**src/rtl/spi_mem_pkg.sv**
```systemverilog
// rtl/spi_mem_pkg.sv - shared constants, state type and frame builder for spi_mem_ctrl
package spi_mem_pkg;

   localparam logic [7:0] SPI_CMD_READ   = 8'h03;
   localparam logic [7:0] SPI_CMD_WRITE  = 8'h02;
   localparam int         SPI_FRAME_BITS = 48;

   typedef enum logic [1:0] {
      IDLE,
      SHIFT,
      DONE,
      FAULT
   } spi_state_e;

   // Data field is little-endian: byte at addr (wdata[7:0]) goes out first.
   function automatic logic [47:0] build_frame(input logic        wr,
                                               input logic [23:0] addr,
                                               input logic [15:0] wdata);
      logic [7:0]  opcode;
      logic [15:0] data_field;
      opcode     = wr ? SPI_CMD_WRITE : SPI_CMD_READ;
      data_field = wr ? {wdata[7:0], wdata[15:8]} : 16'h0000;
      return {opcode, addr, data_field};
   endfunction

endpackage

```
**src/rtl/spi_mem_phase_timer.sv**
```systemverilog
// rtl/spi_mem_phase_timer.sv - spi_clk half-period divider with rise/fall strobes
module spi_mem_phase_timer #(
   parameter int CLK_DIV = 1
) (
   input  logic clk,
   input  logic rst,
   input  logic run,
   output logic rise,
   output logic fall,
   output logic sclk
);

   localparam logic [3:0] DIV_LAST = 4'(CLK_DIV - 1);

   logic [3:0] cnt;
   logic       level;
   logic       wrap;

   // Strobes mark the edge on which the level toggles.
   assign wrap = run && (cnt == DIV_LAST);
   assign rise = wrap && !level;
   assign fall = wrap && level;
   assign sclk = level;

   always_ff @(posedge clk) begin
      if (rst || !run) begin
         cnt   <= 4'd0;
         level <= 1'b0;
      end else if (cnt == DIV_LAST) begin
         cnt   <= 4'd0;
         level <= ~level;
      end else begin
         cnt   <= cnt + 4'd1;
      end
   end

endmodule

```
**src/rtl/spi_mem_ctrl.sv**
```systemverilog
// rtl/spi_mem_ctrl.sv - 16-bit word SPI serial-SRAM master; SPI_MEM_FAULT_EN enables address faults
module spi_mem_ctrl #(
   parameter int          CLK_DIV    = 1,
   parameter logic [23:0] ADDR_LIMIT = 24'h020000
) (
   input  logic        clk,
   input  logic        rst,
   input  logic        req_valid,
   output logic        req_ready,
   input  logic        req_write,
   input  logic [23:0] req_addr,
   input  logic [15:0] req_wdata,
   output logic        resp_valid,
   output logic [15:0] resp_rdata,
   output logic        resp_fault,
   output logic        busy,
   output logic        spi_select,
   output logic        spi_clk,
   output logic        spi_mosi,
   input  logic        spi_miso
);

   import spi_mem_pkg::*;

   spi_state_e  state, state_nxt;
   logic [47:0] sr;
   logic [47:0] sr_next;
   logic [5:0]  bit_cnt;
   logic        wr_q;
   logic [15:0] rdata_q;
   logic        accept;
   logic        req_bad;
   logic [23:0] addr_eff;
   logic        rise, fall;

`ifdef SPI_MEM_FAULT_EN
   assign addr_eff   = req_addr;
   assign req_bad    = (req_addr >= ADDR_LIMIT) || req_addr[0];
   assign resp_fault = (state == FAULT);
`else
   logic unused_cfg;
   assign addr_eff   = {req_addr[23:1], 1'b0};
   assign req_bad    = 1'b0;
   assign resp_fault = 1'b0;
   assign unused_cfg = &{1'b0, req_addr[0], ADDR_LIMIT};
`endif

   assign req_ready  = (state == IDLE) && !rst;
   assign accept     = req_valid && req_ready;
   assign busy       = (state != IDLE);
   assign resp_valid = (state == DONE) || (state == FAULT);
   assign resp_rdata = rdata_q;
   assign spi_select = (state == SHIFT);
   assign spi_mosi   = (state == SHIFT) && sr[47];
   assign sr_next    = {sr[46:0], spi_miso};

   spi_mem_phase_timer #(
      .CLK_DIV (CLK_DIV)
   ) u_timer (
      .clk  (clk),
      .rst  (rst),
      .run  (state == SHIFT),
      .rise (rise),
      .fall (fall),
      .sclk (spi_clk)
   );

   always_ff @(posedge clk) begin
      if (rst) begin
         state <= IDLE;
      end else begin
         state <= state_nxt;
      end
   end

   always_comb begin
      state_nxt = state;
      case (state)
         IDLE:    if (accept) state_nxt = req_bad ? FAULT : SHIFT;
         SHIFT:   if (fall && (bit_cnt == 6'd0)) state_nxt = DONE;
         DONE:    state_nxt = IDLE;
         FAULT:   state_nxt = IDLE;
         default: state_nxt = IDLE;
      endcase
   end

   // One register serves both directions: MOSI leaves from bit 47 while MISO
   // enters at bit 0, so the last 16 samples land in sr_next[15:0].
   always_ff @(posedge clk) begin
      if (rst) begin
         sr      <= 48'h0;
         bit_cnt <= 6'd0;
         wr_q    <= 1'b0;
         rdata_q <= 16'h0000;
      end else if (accept && !req_bad) begin
         sr      <= build_frame(req_write, addr_eff, req_wdata);
         bit_cnt <= 6'(SPI_FRAME_BITS - 1);
         wr_q    <= req_write;
      end else if ((state == SHIFT) && fall) begin
         sr <= sr_next;
         if (bit_cnt != 6'd0) begin
            bit_cnt <= bit_cnt - 6'd1;
         end else if (!wr_q) begin
            rdata_q <= {sr_next[7:0], sr_next[15:8]};
         end
      end
   end

endmodule

```
**config.mk**
```make
export PLATFORM = sky130hd
export DESIGN_NAME = spi_mem_ctrl
export DESIGN_NICKNAME = d
export VERILOG_FILES = /design/src/rtl/spi_mem_pkg.sv /design/src/rtl/spi_mem_phase_timer.sv /design/src/rtl/spi_mem_ctrl.sv
export SDC_FILE = /design/constraint.sdc
export NUM_CORES = 1
export LEC_CHECK = 0
export BUFFER_PORTS_ARGS = -buffer_cell sky130_fd_sc_hd__buf_2
export CAP_MARGIN = 20
export CORE_ASPECT_RATIO = 2
export CORE_MARGIN = 5
export CORE_UTILIZATION = 55
export DETAILED_ROUTE_END_ITERATION = 16
export PLACE_DENSITY = 0.91
export SYNTH_ARGS = -nofsm -noshare
export SYNTH_HDL_FRONTEND = slang
export SYNTH_HIERARCHICAL = 1
export SYNTH_SLANG_ARGS = --single-unit
```
**constraint.sdc**
```tcl
create_clock -name clk -period 6.14 [get_ports clk]
set_input_delay 1.228 -clock clk [delete_from_list [all_inputs] [get_ports clk]]
set_output_delay 1.228 -clock clk [all_outputs]
set_load 0.03 [all_outputs]
```
; ---- Yosys cells after proc, flatten, opt, wreduce, memory -nomap -nowiden
; Index checks and enable logic that the tools add are counted.
[classes]
add_sub_neg = 2
eq_ne = 5
mux = 10
n_bitwise = 4
reduce_logical = 25
[op_table]
columns = cell, count
row1 = $mux 48, 2
row2 = $mux 6, 3
row3 = $mux 16, 1
row4 = $logic_and 1x1->1, 7
row5 = $logic_not 6->1, 1
row6 = $pmux 2 s3, 1
row7 = $reduce_and 2->1, 3
row8 = $reduce_bool 2->1, 3
row9 = $reduce_bool 6->1, 1
row10 = $reduce_or 2->1, 3
row11 = $sub 6x1->6 const B, 1
row12 = $add 4x1->4 const B, 1
row13 = $eq 2x2->1 const B, 2
row14 = $logic_not 4->1, 1
row15 = $mux 2, 2
row16 = $ne 2x2->1 const B, 2
row17 = $not 1->1, 4
row18 = $reduce_and 4->1, 1
row19 = $eq 2x1->1 const B, 1
row20 = $logic_not 1->1, 2
row21 = $logic_not 2->1, 1
row22 = $logic_or 1x1->1, 2
row23 = $mux 1, 1
[word_totals]
ff_bits = 78
in_bits = 45
output_inout_bits = 23
word_cells = 55

; ---- Logic depth before layout (Yosys ltp)
[logic_depth]
ltp_word = 6
depth_mapped = 12
mapped_depth_nobuf = 9

; ---- Hierarchy
; Netlist, hierarchy kept.
[modules_own_cells]
columns = module, n_inst, cells_per_inst, area_each_um2
row1 = spi_mem_ctrl, 1, 363, 2954.1
row2 = spi_mem_phase_timer, 1, 25, 240.2

; ---- Worst setup path before layout
; Ideal clock, no wire load.
[synth_timing]
path_type = input to output
start = input rst
end = output req_ready
arrival_time_ps = 2039
setup_slack_ps = 2873
path_stages = 3
cell_sequence = clkbuf_1 clkbuf_1 nor2_1
[synth_between]
elab_chain_cells = 2
[synth_lines]
columns = element, line_no
row1 = start: declaration, spi_mem_ctrl.sv:7  ; input logic rst,
row2 = $logic_not 1->1, spi_mem_ctrl.sv:48  ; assign req_ready = (state == IDLE) && !rst;
row3 = $logic_and 1x1->1, spi_mem_ctrl.sv:48
row4 = end: declaration, spi_mem_ctrl.sv:9  ; output logic req_ready,
; Every way passes these cells.

; ---- Final worst setup path
[layout_timing]
start = register state[0]
end = register rdata_q[15], in the netlist resp_rdata[15]
[layout_between]
elab_chain_cells = 5
word_cells_on_any_way = 9
classes_between = eq/ne (1) / bitwise (1) / reduce/logical (7)
[layout_lines]
columns = element, line_no
row1 = start: declaration, spi_mem_ctrl.sv:25  ; spi_state_e state, state_nxt;
row2 = start signal: assignment, spi_mem_ctrl.sv:72  ; state <= state_nxt;
row3 = $eq 2x1->1, spi_mem_ctrl.sv:62  ; .run (state == SHIFT),
row4 = $logic_and 1x1->1, spi_mem_phase_timer.sv:20  ; assign wrap = run && (cnt == DIV_LAST);
row5 = $logic_and 1x1->1, spi_mem_phase_timer.sv:22  ; assign fall = wrap && level;
row6 = net fall, spi_mem_ctrl.sv:34  ; logic rise, fall;
row7 = $logic_and 1x1->1, spi_mem_ctrl.sv:99  ; end else if ((state == SHIFT) && fall) begin
row8 = $reduce_and 4->1 (no line), --
row9 = end signal: assignment, spi_mem_ctrl.sv:104  ; rdata_q <= {sr_next[7:0], sr_next[15:8]};
row10 = end: declaration, spi_mem_ctrl.sv:30  ; logic [15:0] rdata_q;
; The timed path passes the listed nets, and every way through them passes these cells.
; A chain may end at the register's enable or synchronous reset.

==> flow_metrics.py <==
metrics = {
    "place": {
        "dp_hpwl_um": 4850,
        "placed_cell_area_mm2": 0.00349,
        "post-place-ws_ps": 2740,
        "gp_congestion": 0.773,
        "io_buffers": 65,
    },
    "timing": {
        "setup_viol": 0,
        "period_share_pct": 56.4,
        "worst_slack_ps": 2670,
        "finalHoldViolCount": 0,
        "slew_viol_final": 0,
        "max_freq_mhz": 289,
        "whs_ps": 448,
        "rsz0062_at_grt": "false",
        "skew_ps": 6.10,
        "min_period_ps": 3470,
        "worst_pin_slew_ps": 1060,
        "relSlewSlack_pct": 29.2,
        "setup_tns_ps": 0,
    },
    "floorplan": {
        "io_pins": 68,
        "fp.dieArea_mm2": 0.00751,
        "core-area_mm2": 0.00566,
        "num_rows": 39,
        "floorplan.initialDensity_pct": 56.3,
        "die_x_um": 63.8,
        "dieHeight_um": 118,
    },
    "pwr": {
        "p_per_area_mw_per_mm2": 330,
        "peakVddDrop_mv": 0.303,
        "p_leak_nw": 1.50,
    },
    "critical_path": {
        "path_cells": "nor2b_1 -> nand2_1 -> nor3b_1 -> and3b_2 -> and4b_1 -> nand2_1 -> a21oi_1",
        "worstRegToRegCells": 7,
        "critPathTopFamily": "simple AND/OR/NAND/NOR gates",
        "reg2reg_slack_ps": 2670,
        "crit_fanout": 52,
        "cp.depth": 7,
        "endpoint_kind": "flip-flop",
        "reg2reg_to": "resp_rdata[15]",
        "cp_data_arrival_time_ps": 3720,
        "crit_required_ps": 6390,
        "cp_common_cell": "nand2_1",
        "max_stage_delay_ps": 880,
        "crit_end": "resp_rdata[15]",
        "crit-reg2reg-launch": "state[0]",
        "path_class": "reg -> reg",
        "startpoint_type": "flip-flop",
        "path_buf_inv": 0,
        "cp_slowest_cell": "and3b_2",
        "startpoint": "state[0]",
    },
    "synthesis": {
        "synth.yosys.warnings": 6,
        "syn_nets": 436,
        "syn_area_per_cell_um2": 8.24,
        "syn-cell-area_mm2": 0.00319,
        "syn_inst": 387,
    },
    "clocking": {
        "htree_levels": 3,
        "numCtsBuffers": 9,
        "post_cts_resized": 0,
        "cts_post_setup_buffers_inserted": 0,
        "cts.sinks": 78,
        "cts_tree": "done",
        "clock_path_buffers": 2,
        "clk_latency_ps": 330,
        "clk_pin_slew_ps": 60,
        "clockRootBuffer": "clkbuf_16",
        "holdBufCountCts": 0,
    },
    "status": {
        "run_status": "complete, no violations",
    },
    "global_route": {
        "overflow": 0,
        "grt_pass1_wl_um": 12300,
        "track_usage_pct": 20.1,
        "grt_pass1_vias": 2884,
        "grt_max_degree": 69,
        "antenna_found_initial": 0,
    },
    "route": {
        "wl_per_cell_um": 14.7,
        "drtIter0Drc": 282,
        "num_vias": 2904,
        "drt_wl_total_um": 7330,
        "ant_nets": 0,
        "drc": 0,
        "firstDrtPassIters": 5,
        "drt-vias-per-instance": 5.81,
    },
    "job": {
        "drv_cap": 0,
    },
    "layout": {
        "post-route-util_pct": 68.4,
        "drive_gt1_share_pct": 20.5,
        "synthToLayoutAreaGrowth_pct": 21.5,
        "nets": 484,
        "fillers": 444,
        "final_area_mm2": 0.00387,
        "diodes": 0,
    },
    "hold_path": {
        "hold_path_class": "reg -> reg",
    },
}
per-stage QoR:
step                power, mW  instances
floorplan               0.623        387
global placement        0.650        483
detailed placement      0.658        484
CTS                      1.29        499
global route             1.33        500
finish                   1.28        500
how the worst min path moves through the flow:
stage | start | end | cells past startpoint
3_5_place_dp | resp_rdata[13] | resp_rdata[13] | 2
5_1_grt | resp_rdata[13] | resp_rdata[13] | 2
4_1_cts | sr[47] | sr[47] | 2
6_report | sr[47] | sr[47] | 2
3_3_place_gp | resp_rdata[8] | resp_rdata[8] | 2
2_1_floorplan | sr[47] | sr[47] | 2
area by class of cell:
type | instances | area, um^2 | share of cell area [%]
repair buffers | 68 | 388 | 10.0
clock inverters | 4 | 120 | 3.10
well taps | 61 | 76.3 | 1.97
flip-flops and latches | 78 | 1560 | 40.3
multi-input cells | 273 | 1480 | 38.1
clock buffers | 11 | 233 | 6.01
inverters | 5 | 18.8 | 0.484
registers in the layout, summed over array words and instances, names as in the netlist:
signal,flops
bit_cnt,6
u_timer/sclk,1
wr_q,1
u_timer/cnt,4
resp_rdata,16
sr,48
state,2
worst register-to-register path, delay by kind of cell, from the launching register on:
kind | cells | cell delay, ps
DFF | 1 | 420
and+or+nand+nor | 6 | 2780
AOI/OAI and AO/OA | 1 | 180
where the power goes:
part	internal (mW)	leakage, nW	switching, mW	total [mW]
clock	0.436	0.170	0.192	0.628
combinational	0.0438	0.690	0.0607	0.104
sequential	0.530	0.638	0.0174	0.548
total	1.01	1.50	0.270	1.28
cell usage in the layout, fill, tap and decap left out, types with 5 or more instances in the layout:
cell / n
inv_1: 5
nor2_1: 5
nand2_1: 111
a21oi_1: 69
a22oi_1: 23
buf_2: 65
nor3_1: 5
dfxtp_1: 78
clkbuf_16: 9
a311oi_1: 16
per-layer routing:
metal  track usage (%)  wire, um  share of wire, %  vias to the layer above
li1                  -         -                 -                     1438
met1              19.2      2660                36                     1342
met2              36.8      3900                53                      109
met3              5.73       579               7.9                       15
met4              10.4       191               2.6                        0
met5                 0         0                 0                        -
Note: power is estimated with default switching activity, not from simulation.
